$ cat src/rtl/mm_pkg.sv
// Shared types and width helpers for the banked stream-to-matrix loader.
package mm_pkg;

    typedef enum logic [1:0] {
        ST_IDLE = 2'd0,
        ST_LOAD = 2'd1,
        ST_FULL = 2'd2
    } state_e;

    // Elements carried by one stream beat.
    function automatic int unsigned epb_f(input int unsigned s_w, input int unsigned d_w);
        return s_w / d_w;
    endfunction

    // Address width for a given depth, never narrower than one bit.
    function automatic int unsigned addr_w_f(input int unsigned depth);
        return (depth > 1) ? $clog2(depth) : 1;
    endfunction

endpackage

$ cat src/rtl/bank_ram.sv
// Single-clock bank RAM: one write port, one registered read port.
module bank_ram
    import mm_pkg::*;
#(
    parameter int unsigned  D_W   = 8,
    parameter int unsigned  DEPTH = 16,
    localparam int unsigned AW    = addr_w_f(DEPTH)
) (
    input  logic           clk_i,
    input  logic           rst_ni,
    input  logic           we_i,
    input  logic [AW-1:0]  waddr_i,
    input  logic [D_W-1:0] wdata_i,
    input  logic           re_i,
    input  logic [AW-1:0]  raddr_i,
    output logic [D_W-1:0] rdata_o
);

    logic [D_W-1:0] mem_q [DEPTH];
    logic [D_W-1:0] rdata_q;

    // Storage array: written one element at a time, contents not reset.
    always_ff @(posedge clk_i) begin
        if (we_i) begin
            mem_q[waddr_i] <= wdata_i;
        end
    end

    // Read register: updates only on a read strobe, otherwise holds.
    always_ff @(posedge clk_i or negedge rst_ni) begin
        if (!rst_ni) begin
            rdata_q <= '0;
        end else if (re_i) begin
            rdata_q <= mem_q[raddr_i];
        end
    end

    assign rdata_o = rdata_q;

endmodule

$ cat src/rtl/s2mm_banked_loader.sv
// Unpacks an AXI-stream frame of two MxM matrices into N1 A banks and N2 B
// banks, one element per cycle, then serves parallel reads until released.
module s2mm_banked_loader
    import mm_pkg::*;
#(
    parameter int unsigned  M     = 8,
    parameter int unsigned  N1    = 4,
    parameter int unsigned  N2    = 4,
    parameter int unsigned  D_W   = 8,
    parameter int unsigned  S_W   = 32,
    parameter int unsigned  CNT_W = 16,
    localparam int unsigned AW_A  = addr_w_f(M*M/N1),
    localparam int unsigned AW_B  = addr_w_f(M*M/N2)
) (
    input  logic                   clk,
    input  logic                   rst_n,
    input  logic [S_W-1:0]         s_axis_s2mm_tdata,
    input  logic [S_W/8-1:0]       s_axis_s2mm_tkeep,
    input  logic                   s_axis_s2mm_tlast,
    input  logic                   s_axis_s2mm_tvalid,
    output logic                   s_axis_s2mm_tready,
    input  logic                   rd_en,
    input  logic [AW_A-1:0]        rd_addr_A,
    input  logic [AW_B-1:0]        rd_addr_B,
    output logic [N1-1:0][D_W-1:0] A_bram,
    output logic [N2-1:0][D_W-1:0] B_bram,
    output logic                   rd_valid,
    input  logic                   release_buf,
    output logic                   full,
    output logic                   err_tlast,
    output logic [CNT_W-1:0]       frames_loaded
);

    localparam int unsigned EPB = epb_f(S_W, D_W);
    localparam int unsigned DA  = M*M/N1;
    localparam int unsigned DB  = M*M/N2;
    localparam int unsigned TOT = 2*M*M;
    localparam int unsigned EW  = $clog2(TOT);
    localparam int unsigned IW  = addr_w_f(EPB);

    localparam logic [EW-1:0] E_LAST = EW'(TOT - 1);
    localparam logic [EW-1:0] E_MM   = EW'(M*M);
    localparam logic [IW-1:0] I_LAST = IW'(EPB - 1);

    state_e           state_q, state_d;
    logic [EW-1:0]    e_q, e_d;
    logic [S_W-1:0]   buf_q, buf_d;
    logic             vld_q, vld_d;
    logic [IW-1:0]    idx_q, idx_d;
    logic             last_q, last_d;
    logic             err_q, err_d;
    logic [CNT_W-1:0] cnt_q, cnt_d;
    logic             rdy_en_q;
    logic             rd_valid_q;

    logic             wr_act, frame_end, abort, tready, beat_acc, rd_fire;
    logic [D_W-1:0]   wr_data;
    logic [D_W-1:0]   elems [EPB];
    logic             is_a;
    logic [EW-1:0]    eb_off, a_bank, b_bank;
    logic [AW_A-1:0]  a_addr;
    logic [AW_B-1:0]  b_addr;

    logic unused_keep;
    assign unused_keep = ^s_axis_s2mm_tkeep;

    for (genvar k = 0; k < EPB; k++) begin : g_unpack
        assign elems[k] = buf_q[k*D_W +: D_W];
    end

    assign wr_data   = elems[idx_q];
    assign wr_act    = vld_q && (state_q == ST_LOAD);
    assign frame_end = wr_act && (e_q == E_LAST);
    assign abort     = wr_act && (idx_q == I_LAST) && last_q && !frame_end;
    // A new beat may slip in behind the last element of the current one,
    // except when that element closes the frame (either normally or by an
    // early tlast) so the next frame always starts from a clean state.
    assign tready    = rdy_en_q && (state_q != ST_FULL) &&
                       (!vld_q || ((idx_q == I_LAST) && !frame_end && !abort));
    assign beat_acc  = s_axis_s2mm_tvalid && tready;
    assign rd_fire   = rd_en && (state_q == ST_FULL);

    // Element index to bank number and local address.
    always_comb begin
        is_a   = (e_q < E_MM);
        eb_off = e_q - E_MM;
        a_bank = e_q / EW'(DA);
        a_addr = AW_A'(e_q % EW'(DA));
        b_bank = eb_off / EW'(DB);
        b_addr = AW_B'(eb_off % EW'(DB));
    end

    // Next-state logic for the frame FSM, unpack register and counters.
    always_comb begin
        state_d = state_q;
        e_d     = e_q;
        buf_d   = buf_q;
        vld_d   = vld_q;
        idx_d   = idx_q;
        last_d  = last_q;
        err_d   = err_q;
        cnt_d   = cnt_q;
        if (wr_act) begin
            idx_d = idx_q + 1'b1;
            e_d   = e_q + 1'b1;
            if (idx_q == I_LAST) begin
                vld_d = 1'b0;
                idx_d = '0;
            end
            if (frame_end) begin
                state_d = ST_FULL;
                e_d     = '0;
                cnt_d   = cnt_q + 1'b1;
                if (!last_q) begin
                    err_d = 1'b1;
                end
            end else if (abort) begin
                state_d = ST_IDLE;
                e_d     = '0;
                err_d   = 1'b1;
            end
        end
        if (beat_acc) begin
            buf_d  = s_axis_s2mm_tdata;
            vld_d  = 1'b1;
            idx_d  = '0;
            last_d = s_axis_s2mm_tlast;
            if (state_q == ST_IDLE) begin
                state_d = ST_LOAD;
            end
        end
        if ((state_q == ST_FULL) && release_buf) begin
            state_d = ST_IDLE;
        end
    end

    // State and datapath registers.
    always_ff @(posedge clk or negedge rst_n) begin
        if (!rst_n) begin
            state_q    <= ST_IDLE;
            e_q        <= '0;
            buf_q      <= '0;
            vld_q      <= 1'b0;
            idx_q      <= '0;
            last_q     <= 1'b0;
            err_q      <= 1'b0;
            cnt_q      <= '0;
            rdy_en_q   <= 1'b0;
            rd_valid_q <= 1'b0;
        end else begin
            state_q    <= state_d;
            e_q        <= e_d;
            buf_q      <= buf_d;
            vld_q      <= vld_d;
            idx_q      <= idx_d;
            last_q     <= last_d;
            err_q      <= err_d;
            cnt_q      <= cnt_d;
            rdy_en_q   <= 1'b1;
            rd_valid_q <= rd_fire;
        end
    end

    for (genvar i = 0; i < N1; i++) begin : g_a
        bank_ram #(.D_W(D_W), .DEPTH(DA)) u_ram (
            .clk_i   (clk),
            .rst_ni  (rst_n),
            .we_i    (wr_act && is_a && (a_bank == EW'(i))),
            .waddr_i (a_addr),
            .wdata_i (wr_data),
            .re_i    (rd_fire),
            .raddr_i (rd_addr_A),
            .rdata_o (A_bram[i])
        );
    end

    for (genvar i = 0; i < N2; i++) begin : g_b
        bank_ram #(.D_W(D_W), .DEPTH(DB)) u_ram (
            .clk_i   (clk),
            .rst_ni  (rst_n),
            .we_i    (wr_act && !is_a && (b_bank == EW'(i))),
            .waddr_i (b_addr),
            .wdata_i (wr_data),
            .re_i    (rd_fire),
            .raddr_i (rd_addr_B),
            .rdata_o (B_bram[i])
        );
    end

    assign s_axis_s2mm_tready = tready;
    assign full               = (state_q == ST_FULL);
    assign rd_valid           = rd_valid_q;
    assign err_tlast          = err_q;
    assign frames_loaded      = cnt_q;

endmodule
$ cat config.mk
export PLATFORM = sky130hd
export DESIGN_NAME = s2mm_banked_loader
export DESIGN_NICKNAME = d
export VERILOG_FILES = /design/src/rtl/mm_pkg.sv /design/src/rtl/bank_ram.sv /design/src/rtl/s2mm_banked_loader.sv
export SDC_FILE = /design/constraint.sdc
export NUM_CORES = 1
export LEC_CHECK = 0
export ABC_AREA = 1
export BUFFER_PORTS_ARGS = -buffer_cell sky130_fd_sc_hd__buf_2
export CAP_MARGIN = 30
export CORE_ASPECT_RATIO = 1.75
export CORE_UTILIZATION = 60
export CTS_CLUSTER_DIAMETER = 40
export DETAILED_ROUTE_END_ITERATION = 12
export PLACE_DENSITY = 0.77
export SKIP_CTS_REPAIR_TIMING = 1
export SLEW_MARGIN = 20
export SYNTH_ARGS = -nofsm -noshare
export SYNTH_HDL_FRONTEND = slang
export SYNTH_HIERARCHICAL = 1
export SYNTH_SLANG_ARGS = --single-unit
$ cat constraint.sdc
create_clock -name clk -period 11.58 [get_ports clk]
set_input_delay 1.737 -clock clk [delete_from_list [all_inputs] [get_ports clk]]
set_output_delay 1.737 -clock clk [all_outputs]
set_load 0.1 [all_outputs]
==> results.json <==
{
  "clockBufferDepth": 3,
  "ys_warn_count": 6,
  "worstSetupPathType": "reg -> out",
  "synth_top_area_share_pct": 63.7,
  "required_ps": 9840,
  "syn_nets": 4307,
  "power.density_nw_per_um2": 162,
  "dr.pass1.iters": 6,
  "place_hpwl_mm": 65.0,
  "cp_max_fo": 18,
  "area_delta_synth_final_pct": 8.39,
  "grt_pass1_vias": 30645,
  "crit_path_start_kind": "flop",
  "overflow": 0,
  "core_um2": 79700,
  "ys.flop_type": "edfxtp_1",
  "ys_seq_area_share_pct": 70.3,
  "place_congestion": 0.833,
  "start_util_pct": 60.6,
  "die_h_um": 377,
  "grt_usage_pct": 26.8,
  "cts_made_buffers": 103,
  "max_freq_mhz": 230,
  "grt_max_degree": 213,
  "cp.arrival_ps": 2610,
  "cts_tree": "yes",
  "port_buffers": 129,
  "synthTopCellsByCount": "nand2_1 (1696), edfxtp_1 (1024), nand3_1 (797)",
  "critPathCaptureType": "output pin",
  "final.setup.tns_ps": 0,
  "rsz0062_at_grt": "no",
  "maxSlewViolCount": 0,
  "cts.clk_slew.worst_paths_ps": 70,
  "cts.htree.levels": 3,
  "grt_pass1_wl_mm": 168,
  "drc": 0,
  "synthTopCellsByArea": "edfxtp_1 (64%), nand2_1 (13%), nand3_1 (8.3%), dfrtp_1 (6.6%), buf_6 (1.7%)",
  "die_w_um": 216,
  "clkLatencyLatePin_ps": 710,
  "cts_sinks": 1152,
  "slowest_delay_ps": 590,
  "synth_cell_types": 33,
  "power.total_uw": 8500,
  "root_buffer": "clkbuf_16",
  "placementRows": 137,
  "dieArea_um2": 81600,
  "ys_seq_elements": 1152,
  "crit_slowest_cell": "dfrtp_1",
  "drtIter0Drc": 3464,
  "synth.most_common_cell": "nand2_1",
  "final_cells": 5450,
  "vias": 31265,
  "synth_top_cell_by_area": "edfxtp_1",
  "status": "finished, final reports clean",
  "setup_viol": 0,
  "syn-cell-area_um2": 48300,
  "drive_gt1_share_pct": 8.56,
  "hold_viol": 0,
  "final_min_period_over_clock_period_pct": 37.5,
  "vdd_ir_drop_max_mv": 0.133,
  "routed_wirelength_mm": 108,
  "max-slew-margin-rel_pct": 28.3,
  "synthArstFlopShare_pct": 11.1,
  "fin_skew_ps": 28.4,
  "antenna_found_initial": 4,
  "period_needed_ps": 4350,
  "tightestPinTransition_ps": 1070,
  "hold_class": "reg -> reg",
  "nets": 4368,
  "syn_inst": 4254,
  "drtAntennaViolNets": 0,
  "synth_area_per_cell_um2": 11.3,
  "path_cells": "ha_1 -> nand3_2 -> nand3_1 -> a21boi_0 -> buf_2",
  "vias_per_cell": 5.74,
  "wire_per_inst_um": 19.9,
  "p_leak_uw": 0.0196,
  "place_inst": 5246,
  "maxCapViolations": 0,
  "synth_edf_count": 1024,
  "ioPinCount": 134
}
critical path: cells and delay by family (launching register included):
kind            cells  cell delay [ps]
compound gates      1              230
simple gates        2              250
fa+ha+maj           1              350
flops               1              590
buf+inv             1              490
power breakdown:
group / switching (uW) / internal (uW)
logic: 367 / 120
registers: 7.84 / 4470
clock network: 1520 / 2020
total: 1890 / 6610
kinds of logic after synthesis:
kind of cell    Yosys count  synth area share, %
simple gates           2737                 23.7
fa+ha+maj                 3               0.0778
flops                  1152                 70.3
compound gates           36                0.417
xor+xnor                 14                0.254
other cells               1              0.00777
buf+inv                 311                 5.21
final timing paths:
path	from	to	slack, ps	cells past startpoint
max	idx_q[0]	s_axis_s2mm_tready	7230	5
max in group asynchronous	rst_n	state_q[1]	9220	2
min	buf_q[23]	buf_q[23]	470	2
max reg2reg	idx_q[0]	g_b[2].u_ram/mem_q[12][0]	8320	5
min in group asynchronous	rst_n	g_a[1].u_ram/rdata_o[0]	1050	1
min reg2reg	buf_q[23]	buf_q[23]	470	2
cell usage in the layout, fill, tap and decap left out, types with 2 or more instances in the layout:
cell and n:
buf_12 8, buf_16 7, buf_2 124, buf_4 32, buf_6 3, bufinv_16 14
clkbuf_1 14, clkbuf_16 105, clkbuf_8 4, clkinv_1 11, clkinv_2 16, clkinv_4 6
clkinvlp_4 8, dfrtp_1 128, diode_2 4, edfxtp_1 1024, ha_1 3, inv_1 75
inv_2 18, inv_6 13, nand2_1 1696, nand3_1 797, nand3_2 2, nand3b_1 2
nand4_1 38, nor2_1 187, nor3_1 9, o21ai_0 24, o22ai_4 8, xnor2_1 2
xor2_1 12
stage by stage:
step | util (%) | instance area, um2 | setup WS [ps] | hold WS (ps)
after floorplan | - | 48300 | 6230 | 437
after global placement | 60.7 | 48400 | 6840 | 451
after detailed placement | 61.0 | 48600 | 6900 | 453
after CTS | 65.5 | 52200 | 7200 | 470
after global routing | 65.6 | 52300 | 7070 | 490
final | 65.6 | 52300 | 7230 | 468
layer usage:
layer	global-route usage [%]	wire length [um]
met1	30.4	38000
met2	49.4	58300
met3	4.32	7450
met4	12.0	4520
met5	0	0
area by class of cell:
class / count / area, um2
fill: 5751 / 27400
sequential: 1152 / 34000
clock buffer: 123 / 2740
inverter: 93 / 349
tap: 1042 / 1300
clock inverter: 71 / 801
antenna: 4 / 10.0
timing repair buffer: 174 / 1250
multi-input combinational: 2791 / 11900
state kept, by name, summed over array words and instances (netlist names), 2 cells and up:
register,cells
g_b.u_ram/rdata_o,32
buf_q,32
g_a.u_ram/mem_q,512
e_q,7
frames_loaded,16
g_b.u_ram/mem_q,512
g_a.u_ram/rdata_o,32
state_q,2
idx_q,2
Note: power is estimated with default switching activity, not from simulation.
